===== src/rtl/encoder4to2_pkg.sv =====
// encoder4to2_pkg: shared widths, one-hot codes and index type for the 4-to-2 encoder
package encoder4to2_pkg;
  localparam int IN_W = 4;
  localparam int OUT_W = 2;
  typedef logic [OUT_W-1:0] idx_t;
  localparam logic [IN_W-1:0] ONEHOT_0 = 4'h1;
  localparam logic [IN_W-1:0] ONEHOT_1 = 4'h2;
  localparam logic [IN_W-1:0] ONEHOT_2 = 4'h4;
  localparam logic [IN_W-1:0] ONEHOT_3 = 4'h8;
endpackage


===== src/rtl/encoder4to2_core.sv =====
// encoder4to2_core: combinational one-hot to index encode with zero-hot/multi-hot flags
module encoder4to2_core
  import encoder4to2_pkg::*;
(
  input  logic [IN_W-1:0] d,
  output idx_t            idx,
  output logic            none,
  output logic            multi
);
  always_comb begin
    case (d)
      ONEHOT_0: idx = 2'd0;
      ONEHOT_1: idx = 2'd1;
      ONEHOT_2: idx = 2'd2;
      ONEHOT_3: idx = 2'd3;
      default:  idx = d[3] ? 2'd3 : d[2] ? 2'd2 : d[1] ? 2'd1 : 2'd0;
    endcase
    none  = (d == '0);
    multi = |(d & (d - IN_W'(1)));
  end
endmodule


===== src/rtl/encoder4to2.sv =====
// encoder4to2: registered 4-to-2 encoder with input qualification and saturating error count
module encoder4to2
  import encoder4to2_pkg::*;
#(
  parameter int CNT_W = 8
) (
  input  logic             clk,
  input  logic             rst_n,
  input  logic [IN_W-1:0]  d,
  input  logic             in_valid,
  input  logic             err_clr,
  output idx_t             y,
  output logic             y_valid,
  output logic             err_none,
  output logic             err_multi,
  output logic [CNT_W-1:0] err_cnt
);
  idx_t idx;
  logic none, multi;
  encoder4to2_core u_core (.d(d), .idx(idx), .none(none), .multi(multi));
  always_ff @(posedge clk or negedge rst_n) begin
    if (!rst_n) begin
      y         <= '0;
      y_valid   <= 1'b0;
      err_none  <= 1'b0;
      err_multi <= 1'b0;
      err_cnt   <= '0;
    end else begin
      y_valid <= in_valid;
      if (in_valid) begin
        y         <= idx;
        err_none  <= none;
        err_multi <= multi;
      end
      err_cnt <= err_clr ? '0
               : (in_valid && (none || multi) && err_cnt != '1) ? err_cnt + CNT_W'(1)
               : err_cnt;
    end
  end
endmodule


===== config.mk =====
export PLATFORM = sky130hd
export DESIGN_NAME = encoder4to2
export DESIGN_NICKNAME = d
export VERILOG_FILES = /design/src/rtl/encoder4to2_pkg.sv /design/src/rtl/encoder4to2_core.sv /design/src/rtl/encoder4to2.sv
export SDC_FILE = /design/constraint.sdc
export NUM_CORES = 1
export LEC_CHECK = 0
export BUFFER_PORTS_ARGS = -buffer_cell sky130_fd_sc_hd__buf_4
export CAP_MARGIN = 30
export CORE_MARGIN = 4
export CORE_UTILIZATION = 40
export DETAILED_ROUTE_END_ITERATION = 12
export HOLD_SLACK_MARGIN = 0.06
export PLACE_DENSITY_LB_ADDON = 0.2
export SYNTH_ARGS = -nofsm -noshare
export SYNTH_HDL_FRONTEND = slang
export SYNTH_HIERARCHICAL = 1
export SYNTH_SLANG_ARGS = --single-unit

===== constraint.sdc =====
create_clock -name clk -period 1.7 [get_ports clk]
set_input_delay 0.34 -clock clk [delete_from_list [all_inputs] [get_ports clk]]
set_output_delay 0.34 -clock clk [all_outputs]
set_load 0.01 [all_outputs]

# ---- Yosys cells after proc, flatten, opt, wreduce, memory -nomap -nowiden
# Index checks and enable logic that the tools add are counted.
dict set report word_totals {
  regBits 13
  out_inout_bits 13
  elab_cells 25
}
dict set report classes {
  addsub 2
  eq_ne 5
  mux 6
  bitwise_logic 1
  n_reduce_logical 6
}
# cell n
set ops {}
lappend ops {{two-way mux 8 bit} 2}
lappend ops {{adder 8 x 1 -> 8 bit, second input constant} 1}
lappend ops {{!= test 8 bit, second input constant} 1}
lappend ops {{one-hot mux 2 bit (4 select lines)} 1}
lappend ops {{bitwise AND 4 bit} 1}
lappend ops {{equality test 4 x 1 -> 1 bit, second input constant} 1}
lappend ops {{equality test 4 x 2 -> 1 bit, second input constant} 1}
lappend ops {{equality test 4 x 3 -> 1 bit, second input constant} 1}
lappend ops {{equality test 4 bit, second input constant} 1}
lappend ops {{logical NOT 4 bit} 1}
lappend ops {{two-way mux 2 bit} 2}
lappend ops {{OR reduction 4 bit} 1}
lappend ops {{subtractor 4 x 1 -> 4 bit, second input constant} 1}
lappend ops {{logical AND 1 bit} 2}
lappend ops {{nonzero test 2 bit} 1}
lappend ops {{logical OR 1 bit} 1}
lappend ops {{two-way mux 1 bit} 1}

# ---- Logic depth before layout (Yosys ltp)
# Gate-level depths: netlist of run 1.
dict set report logic_depth {
  word_depth 8
  mapped_depth 6
  depth_no_buf 6
}

# ---- Hierarchy
# The synthesis of run 1 kept the hierarchy.
# mod instances cells_each area_per_inst_um2 seq_area_each_um2
set modules_own_cells {}
lappend modules_own_cells {encoder4to2 1 52 605.6 325.3}
lappend modules_own_cells {encoder4to2_core 1 7 48.8 0.0}

# ---- Worst setup path before layout of run 1
# No wires, ideal clock.
dict set report synth_timing {
  path_kind {reg-to-reg}
  start {register err_cnt[0]}
  end {register err_cnt[5]}
  setup_time_ns 0.078
  arrival_time_ns 1.660
  required_time_ns 1.622
  setup_slack_ns -0.038
  stages_incl_launch_ff 6
  path_buffers 0
  synth_period_minus_slack_ns 1.738
  cell_sequence {dfrtp_1 > ha_1 > and3_1 > a21o_4 > or4_1 > a21oi_1}
}
dict set report synth_via {
  elab_chain_len 3
  word_cells_on_any_way 6
  cone_classes {add/sub: 1; eq/ne: 1; mux: 2; reduce/logical: 2}
}
# item line_no
set synth_rtl {}
lappend synth_rtl {{start, declared} encoder4to2.sv:16} ;# output logic [CNT_W-1:0] err_cnt
lappend synth_rtl {{start signal, assigned} encoder4to2.sv:35} ;# err_cnt <= err_clr ? '0
lappend synth_rtl {{adder 8 x 1 -> 8 bit or != test 8 bit (tied branches)} encoder4to2.sv:36} ;# : (in_valid && (none || multi) && err_cnt != '1) ? err_cnt + CNT_W'(1)
lappend synth_rtl {{two-way mux 8 bit or logical AND 1 bit (tied branches)} encoder4to2.sv:36}
lappend synth_rtl {{two-way mux 8 bit or nonzero test 2 bit (tied branches)} -}
# Parallel ways exist; a longest one is shown, timed or not. The select of a mux whose other input is x is not followed.
# A chain may end at the register's enable or synchronous reset.

# ---- Worst setup path after layout of run 1
dict set report layout_timing {
  start {register err_cnt[1]}
  end {register err_cnt[5]}
}
# The elaborated chain is that of the path after synthesis.

==> results of run 1 <==
[layer usage]
metal,global-route usage,vias to the layer above,part of all wire
met5,0,-,0
met2,0.209,17,0.50
met1,0.169,271,0.43
met3,0.0521,0,0.066
li1,-,277,-
met4,0.0276,0,0
[layout make-up]
type | instances | area [um^2] | share of cell area
inverter | 3 | 11.3 | 0.0122
multi-input combinational | 42 | 329 | 0.356
tap | 16 | 20.0 | 0.0217
sequential | 13 | 325 | 0.352
timing repair buffer | 28 | 213 | 0.230
clock buffer | 4 | 26.3 | 0.0284
[cells in the final DEF, fill, tap and decap left out, types with 3 or more instances in the layout]
cell       n
inv_1      3
clkbuf_4   3
nand2_1    3
dfrtp_1   13
a211oi_1   3
mux2_2     5
nor2_1     6
buf_4     27
[critical path: cells and delay by family (launching register included)]
| family | cells | cell delay [ps] |
|---|---|---|
| simple gates | 2 | 640 |
| flops | 1 | 390 |
| compound gates | 2 | 330 |
| fa+ha+maj | 1 | 200 |
[stage by stage]
stage / instance area (um^2) / utilization / worst slack, ps / hold slack (ps) / cells
2_1_floorplan: 657 / - / 2.26 / 44.4 / 59
3_3_place_gp: 876 / 0.575 / -108 / 194 / 101
3_5_place_dp: 876 / 0.575 / -182 / 192 / 101
4_1_cts: 912 / 0.599 / 29.0 / 232 / 106
5_1_grt: 925 / 0.607 / 9.12 / 232 / 106
6_report: 925 / 0.607 / 75.5 / 236 / 106
[sequential cells by signal, summed over array words and instances, names as in the netlist]
register and count:
err_multi 1, err_none 1, y_valid 1, err_cnt 8, y 2
[where the power goes]
group	switching, W	internal [W]
combinational	0.0000535	0.0000651
sequential	0.00000823	0.000324
clock	0.0000973	0.0000911
[kinds of logic (layout without fill, tap and decap cells)]
group / count (synthesis) / count (layout)
AOI/OAI and AO/OA: 13 / 13
xor gates and xnor gates: 3 / 3
adders and majority gates: 1 / 1
buffers and inverters: 4 / 35
DFF: 13 / 13
muxes: 6 / 6
and+or+nand+nor: 19 / 19
[worst paths after layout]
path                                   end  slack [ps]  depth (start not counted)
worst max-delay path            err_cnt[5]          80                          5
worst min-delay path               y_valid         240                          1
worst max register to register  err_cnt[5]          80                          5
worst min register to register        y[0]         520                          1
max in group asynchronous       err_cnt[2]        1110                          2
min in group asynchronous       err_cnt[5]         430                          2
[timing repair]
item / CTS / global route
gates resized for setup: 0 / 3
hold buffers: 1 / 0
setup endpoints to repair: 0 / 1
hold endpoints to repair: 13 / 0
==> metrics.txt, run 1 <==
Top FF cell, synth dfrtp_1; max_slew headroom 0.738; Cells after Synth 59; TritonCTS clock tree yes; Ys Warns 6; post-synth cell types 27; max cap viols 0; GP Congestion 0.843; CP Launch Point err_cnt[1]; Clock Path Buffers 2; antenna cells 0; Cell Pwr Density 691 mW/mm^2; fin nets 100; compound-gate portion of the synthesized area 0.151; first-pass GRT wire length 2.47 mm; Final Hold Fails 0; commonest cells in the netlist 13 x dfrtp_1, 6 x nor2_1, 5 x mux2_2; CTS sink count 13; crit start category flip-flop; Slew @ Worst Pin 391 ps; simple-gate portion of the synthesized area 0.168; number of I/O pins 21; status completed; CP max stage cell or4_4; fmax 0.616 GHz; main combinational cell family by area after synthesis simple AND/OR/NAND/NOR gates; HPWL after detailed placement 1.13 mm; worst min path class in -> reg; total track usage 0.132; Final period util 0.956; WP data arrival 1840 ps; filler cell count 143; Root Driver clkbuf_4; num rows 14; Clock Latency Late Sink 280 ps; Pwr Total 0.000639 W; post-route minimum period 1620 ps; post-synthesis adder-cell area fraction 0.0191; Congestion Overflow GR 0; critical-path cell list ha_2, and3_4, a21o_4, or4_4, a21oi_2; die height 48.4 um; vias in the first global route 584; Seq cells post-synth 13; Max stage delay on crit path 470 ps; most frequent cell after synthesis dfrtp_1; P&R area growth vs syn 41.3%; final-report setup violation count 0; CP required 1910 ps; ranking of synthesized cells by area dfrtp_1 50%, mux2_2 8.6%, a211oi_1 3.4%; worst hold start in_valid; Inserted Clock Buffers 3; RSZ-0062 raised after global routing no; initial antenna violation count 0; WL/cell 13.5 um; Setup Skew 3.24 ps; die width 48.4 um; Syn Nets 68; Detailed Routing Iterations Pass 1 4; Post-synth EDFFs 0; routed vias 565; Yosys top cell by area dfrtp_1; initial core utilization 0.429; post-CTS setup buffer count 0; post-synthesis mux area share 0.101; Max H-tree Level 1; Post-Route WL 1.43 mm; ratio of cells with drive above 1 in the final layout 0.511; Post-synth ARST share 1.00; vias per cell 5.33; post-synth top area share 0.497; largest net degree at the start of global routing 14; DRC Markers 0; DRT iter0 DRCs 9; ANT nets after route 0; worst r2r src err_cnt[1]; Clock transition at path regs 80 ps; Pleak 0.424 nW; kind of critical path reg -> reg; die area 0.00235 mm^2; Cell Area, Synth 654 um^2; sequential-to-total area share from yosys stat 0.497; CP Capture Type flip-flop; Avg Inst Size Synth 11.1 um^2; CP Max Fanout 3; XOR/XNOR Fraction of Synth Area 0.0402; Buffers on Ports 20; Slew Limit Fails 0; area of the core 0.00152 mm^2; Fin Setup TNS 0 ps; VDD IR max 0.000470 V
(Power assumes the default switching activity.)
==> inputs of run 2 (changes only) <==
--- a/config.mk
+++ b/config.mk
@@ -8,7 +8,7 @@
 export BUFFER_PORTS_ARGS = -buffer_cell sky130_fd_sc_hd__buf_4
 export CAP_MARGIN = 30
 export CORE_MARGIN = 4
-export CORE_UTILIZATION = 40
+export CORE_UTILIZATION = 43
 export DETAILED_ROUTE_END_ITERATION = 12
 export HOLD_SLACK_MARGIN = 0.06
 export PLACE_DENSITY_LB_ADDON = 0.2
==> run 2 against run 1 <==
  * Final area up 1.1%
  * Clock power down 3%
  * Cell count up 0.94%
  * Sequential share of layout area down 0.38 points
  * Critical endpoint unchanged
  * Largest power group unchanged
==> metrics.txt, run 2 (synthesis gave the netlist of run 1 again) <==
status completed; Final Core Density 0.684 (+0.0773); post-route minimum period 1630 ps (+8.53 ps); pre-CTS WS -149 ps (+33.7 ps); num rows 13 (-1); area of the multi-input gates 325 um^2 (-1.1%); CTS sink count 13 (unchanged); area of the core 0.00137 mm^2 (-10%); max cap viols 0 (unchanged); worst r2r src err_cnt[1]; Pleak 0.434 nW (+2.2%); worst min path class in -> reg; crit-path leading delay family simple AND/OR/NAND/NOR gates; Inserted Clock Buffers 3 (unchanged); most frequent cells in the layout 29 x buf_4, 13 x dfrtp_1, 6 x nor2_1; Clock transition at path regs 70 ps (about the same); biggest regs err_cnt (8), y (2); crit start category flip-flop; first-pass GRT wire length 2.24 mm (-9.2%); FF-to-FF setup slack 70 ps (about the same); GR Util met1 0.163 (-0.00652); antenna cells 0 (unchanged); DRC Markers 0 (unchanged); CP Capture Type flip-flop; DRT iter0 DRCs 4 (-5); die width 47.0 um (-3.0%); RSZ-0062 raised after global routing no; max reg flops 8 (unchanged); Clock Path Buffers 2 (unchanged); Placed Area 882 um^2 (+0.71%); VDD IR max 0.000605 V (+29%); largest net degree at the start of global routing 14 (unchanged); filler cell count 114 (-20%); Fin Setup TNS 0 ps (unchanged); reg2reg end err_cnt[5]; Pwr Total 0.000636 W (-0.50%); WL/cell 13.0 um (-4.0%); vias per cell 5.26 (-1.3%); Congestion Overflow GR 0 (unchanged); max_slew headroom 0.687 (-0.0510); total track usage 0.147 (+0.0145); vias in the first global route 543 (-7.0%); Max H-tree Level 1 (unchanged); Final period util 0.961 (+0.00502); Clock Latency Late Sink 270 ps (about the same); TritonCTS clock tree yes; Final Hold Fails 0 (unchanged); met2 Usage GRT 0.252 (+0.0433); final-report setup violation count 0 (unchanged); hold depth 1 (unchanged); reg2reg path depth 5 (unchanged); fin nets 102 (+2.0%); die height 47.0 um (-3.0%); ratio of cells with drive above 1 in the final layout 0.511 (about the same); Max stage delay on crit path 480 ps (about the same); Slew Limit Fails 0 (unchanged); CP max stage cell or4_1; commonest non-fill, non-tap cell in the layout buf_4; routed vias 563 (-0.35%); Seq. cell area 325 um^2 (unchanged); P&R area growth vs syn 42.8%; Top reg by flops err_cnt; initial antenna violation count 0 (unchanged); CP Max Fanout 3 (unchanged); Root Driver clkbuf_4; Detailed Routing Iterations Pass 1 5 (+1); initial core utilization 0.479 (+0.0495); CP required 1910 ps (about the same); Setup Skew 0.347 ps (-2.89 ps); post-route cell area 935 um^2 (+1.1%); ANT nets after route 0 (unchanged); HPWL after detailed placement 1.07 mm (-5.3%); fmax 0.612 GHz (-0.52%); GP Congestion 0.731 (-13%); met3 usage 0.0728 (+0.0206); critical-path cell list ha_2, and3_4, a21o_4, or4_1, a21oi_2; WP data arrival 1840 ps (about the same); worst hold start in_valid; Most Used Layer, Global Route met2; number of I/O pins 21 (unchanged); Cell Pwr Density 680 mW/mm^2 (-1.6%); worst hold path endpoint y_valid; Buffers on Ports 20 (unchanged); Slew @ Worst Pin 468 ps (+76.3 ps); Post-Route WL 1.39 mm (-3.1%); kind of critical path reg -> reg; fin worst setup slack 67.0 ps (-8.53 ps); Buffers & Inverters on Critical Path 0 (unchanged); die area 0.00221 mm^2 (-5.8%)
## run 2: cell count changes in the layout (fill, tap and decap cells not counted)
cell / delta
or4_1: +1
or4_4: -1
buf_4: +2
## run 2: worst max path at each step
| stage | from | to | slack (ps) | cells after the start |
|---|---|---|---|---|
| floorplan | err_cnt[1] | err_cnt[5] | 2 | 5 |
| global placement | d[2] | err_cnt[5] | -120 | 7 |
| detailed placement | d[2] | err_cnt[5] | -150 | 7 |
| CTS | err_cnt[0] | err_cnt[5] | 30 | 5 |
| global route | err_cnt[0] | err_cnt[5] | 3 | 5 |
| finish | err_cnt[1] | err_cnt[5] | 70 | 5 |
## run 2: layout make-up
| cell class | instances | area share |
|---|---|---|
| clock buffer | 4 | 0.0281 |
| inverter | 3 | 0.0120 |
| multi-input combinational | 42 | 0.348 |
| sequential | 13 | 0.348 |
| tap | 15 | 0.0201 |
| timing repair buffer | 30 | 0.244 |
## run 2: repair_timing
action                                 4_1_cts  5_1_grt
resized for setup                            0        2
buffers inserted                             0        1
endpoints found under the hold margin       13        0
hold buffers                                 1        0
setup endpoints to repair                    0        1
## run 2: per-layer routing
layer	vias to the layer above	share of wire
met5	-	0
li1	280	-
met3	2	0.10
met2	26	0.48
met1	255	0.42
met4	0	0.0058
## run 2: worst register-to-register path, stage by stage (launching register included)
cell and delay [ps]:
dfrtp_1 390, ha_2 200, and3_4 170, a21o_4 210, or4_1 480, a21oi_2 120
## run 2: metrics by stage
step / hold slack [ps] / instances
global placement: 193 / 101
detailed placement: 191 / 101
CTS: 233 / 106
floorplan: 44.4 / 59
finish: 239 / 107
global route: 232 / 107
## run 2: power by group
part | switching, W | leakage, nW | internal (W)
registers | 0.00000844 | 0.168 | 0.000324
clock network | 0.0000912 | 0.0150 | 0.0000909
logic | 0.0000543 | 0.250 | 0.0000671
total | 0.000154 | 0.434 | 0.000482
==> inputs of run 3 (changes only) <==
--- a/config.mk
+++ b/config.mk
@@ -5,7 +5,7 @@
 export SDC_FILE = /design/constraint.sdc
 export NUM_CORES = 1
 export LEC_CHECK = 0
-export BUFFER_PORTS_ARGS = -buffer_cell sky130_fd_sc_hd__buf_4
+export BUFFER_PORTS_ARGS = -buffer_cell sky130_fd_sc_hd__buf_2
 export CAP_MARGIN = 30
 export CORE_MARGIN = 4
 export CORE_UTILIZATION = 43
==> run 3 against run 2 <==
  * Core utilization is 4.5 points lower
  * Power is 1.8% lower
  * Register-to-register slack worse by 20 ps
  * Worst hold slack better by 23 ps
  * Setup slack worse by 21 ps
  * Sequential share of layout area is 2.4 points higher
  * Combinational power is 11% lower
  * Die area stayed put
  * Sequential cell count stayed put
  * Final area is 6.6% lower
  * First-iteration DRC count is 100% higher
  * Via count is 1.2% higher
==> metrics.txt, run 3 (synthesis gave the netlist of run 1 again) <==
status completed; post-route minimum period 1650 ps (+20.9 ps); internal power 0.000469 W (-2.6%); Inserted Clock Buffers 3 (unchanged); kind of critical path reg -> reg; final-report setup violation count 0 (unchanged); Sw Share 0.248 (+0.00626); biggest regs err_cnt (8), y (2); commonest non-fill, non-tap cell in the layout buf_2; initial antenna violation count 0 (unchanged); GP Congestion 0.779 (+6.6%); Slew Limit Fails 0 (unchanged); max cap viols 0 (unchanged); Congestion Overflow GR 0 (unchanged); DRT iter0 DRCs 8 (+4); initial core utilization 0.479 (unchanged); CP required 1900 ps (about the same); num rows 13 (unchanged); Clock Power Share 0.298 (+0.011); final hold slack 261 ps (+22.7 ps); area of the core 0.00137 mm^2 (unchanged); CP Max Fanout 3 (unchanged); CTS sink count 13 (unchanged); hold depth 1 (unchanged); die area 0.00221 mm^2 (unchanged); crit start category flip-flop; reg2reg end err_cnt[5]; TritonCTS clock tree yes; Pleak 0.418 nW (-3.6%); number of I/O pins 21 (unchanged); total track usage 0.148 (+0.00157); Clock Path Buffers 2 (unchanged); routed vias 570 (+1.2%); Top reg by flops err_cnt; VDD IR max 0.000600 V (-0.73%); Post-Route WL 1.37 mm (-1.4%); reg2reg path depth 5 (unchanged); CP Capture Type flip-flop; first-pass GRT wire length 2.24 mm (unchanged); FF-to-FF setup slack 50 ps (-20 ps); vias in the first global route 537 (-1.1%); antenna cells 0 (unchanged); area of the multi-input gates 322 um^2 (-1.2%); Detailed Routing Iterations Pass 1 4 (-1); WP data arrival 1850 ps (about the same); die height 47.0 um (unchanged); Root Driver clkbuf_4; ratio of cells with drive above 1 in the final layout 0.495 (-0.0164); Sw Pwr 0.000155 W (+0.71%); Final Hold Fails 0 (unchanged); fmax 0.605 GHz (-1.3%); vias per cell 5.38 (+2.2%); fin nets 101 (-0.98%); ANT nets after route 0 (unchanged); Cell Pwr Density 715 mW/mm^2 (+5.1%); most frequent cells in the layout 20 x buf_2, 13 x dfrtp_1, 8 x buf_4; filler cell count 127 (+11%); WL/cell 12.9 um (-0.44%); RSZ-0062 raised after global routing no; Seq. cell area 325 um^2 (unchanged); Slew @ Worst Pin 463 ps (-4.73 ps); Final period util 0.973 (+0.0123); Max H-tree Level 1 (unchanged); P&R area growth vs syn 33.5%; die width 47.0 um (unchanged); max reg flops 8 (unchanged); sequential share of power 0.529 (+0.006); max_slew headroom 0.691 (+0.00316); Placed Area 825 um^2 (-6.5%); worst r2r src err_cnt[1]; placed instance count 100 (-0.99%); worst min path class in -> reg; Clock transition at path regs 70 ps (about the same); DRC Markers 0 (unchanged); Setup Skew 2.08 ps (+1.73 ps); CP Launch Point err_cnt[1]; HPWL after detailed placement 1.01 mm (-5.8%); Logic pwr share 0.173 (-0.018); post-route cell area 873 um^2 (-6.6%); Clock Latency Late Sink 270 ps (about the same); Setup crit end err_cnt[5]; final std cells w/o fill 106 (-0.93%); Buffers on Ports 20 (unchanged); largest net degree at the start of global routing 14 (unchanged)
run 3: changes by cell type in the layout (fill, tap and decap cells not counted):
| cell | previous run | this run |
|---|---|---|
| buf_4 | 29 | 8 |
| buf_2 | 0 | 20 |
| a21oi_1 | 2 | 3 |
| a21oi_2 | 1 | 0 |
run 3: routing by layer:
metal  vias up  track usage  share of wire
met1       267        0.182           0.46
met3         4       0.0728          0.077
li1        278            -              -
met4         0       0.0663          0.018
met2        21        0.220           0.44
met5         -            0              0
run 3: through the flow:
stage	utilization	TNS [ps]	worst slack [ps]	total power [W]
6_report	0.639	0	46.1	0.000624
5_1_grt	0.639	0	12.2	0.000654
2_1_floorplan	-	0	2.26	0.000384
3_3_place_gp	0.603	-219	-106	0.000438
4_1_cts	0.630	0	17.5	0.000626
3_5_place_dp	0.603	-444	-158	0.000441
run 3: power groups by stage:
stage | registers [W] | logic (W) | clock network, W
6_report | 0.000330 | 0.000108 | 0.000186
3_3_place_gp | 0.000336 | 0.000102 | 0
3_5_place_dp | 0.000337 | 0.000104 | 0
5_1_grt | 0.000332 | 0.000119 | 0.000203
4_1_cts | 0.000330 | 0.000107 | 0.000189
2_1_floorplan | 0.000346 | 0.0000378 | 0
run 3: worst min-delay path by stage:
stage,startpoint,to,slack (ps)
4_1_cts,in_valid,y_valid,260
5_1_grt,in_valid,y_valid,270
3_5_place_dp,rst_n,err_cnt[6],240
3_3_place_gp,rst_n,y_valid,240
2_1_floorplan,rst_n,err_cnt[0],40
6_report,in_valid,y_valid,260
run 3: layout make-up:
class	count	share of cell area
clock buffer	4	0.0301
inverter	3	0.0129
multi-input combinational	42	0.368
sequential	13	0.372
tap	15	0.0215
timing repair buffer	29	0.195
run 3: worst max-delay path, cell delays in order, from the launching register on:
cell	delay, ps
dfrtp_1	390
ha_2	200
and3_4	170
a21o_4	210
or4_1	470
a21oi_1	140
run 3: repair_timing:
item,in CTS,in global routing
endpoints found under the setup margin,0,1
gates resized for setup,0,1
hold endpoints to repair,13,0
setup buffers,0,1
hold buffers,1,0
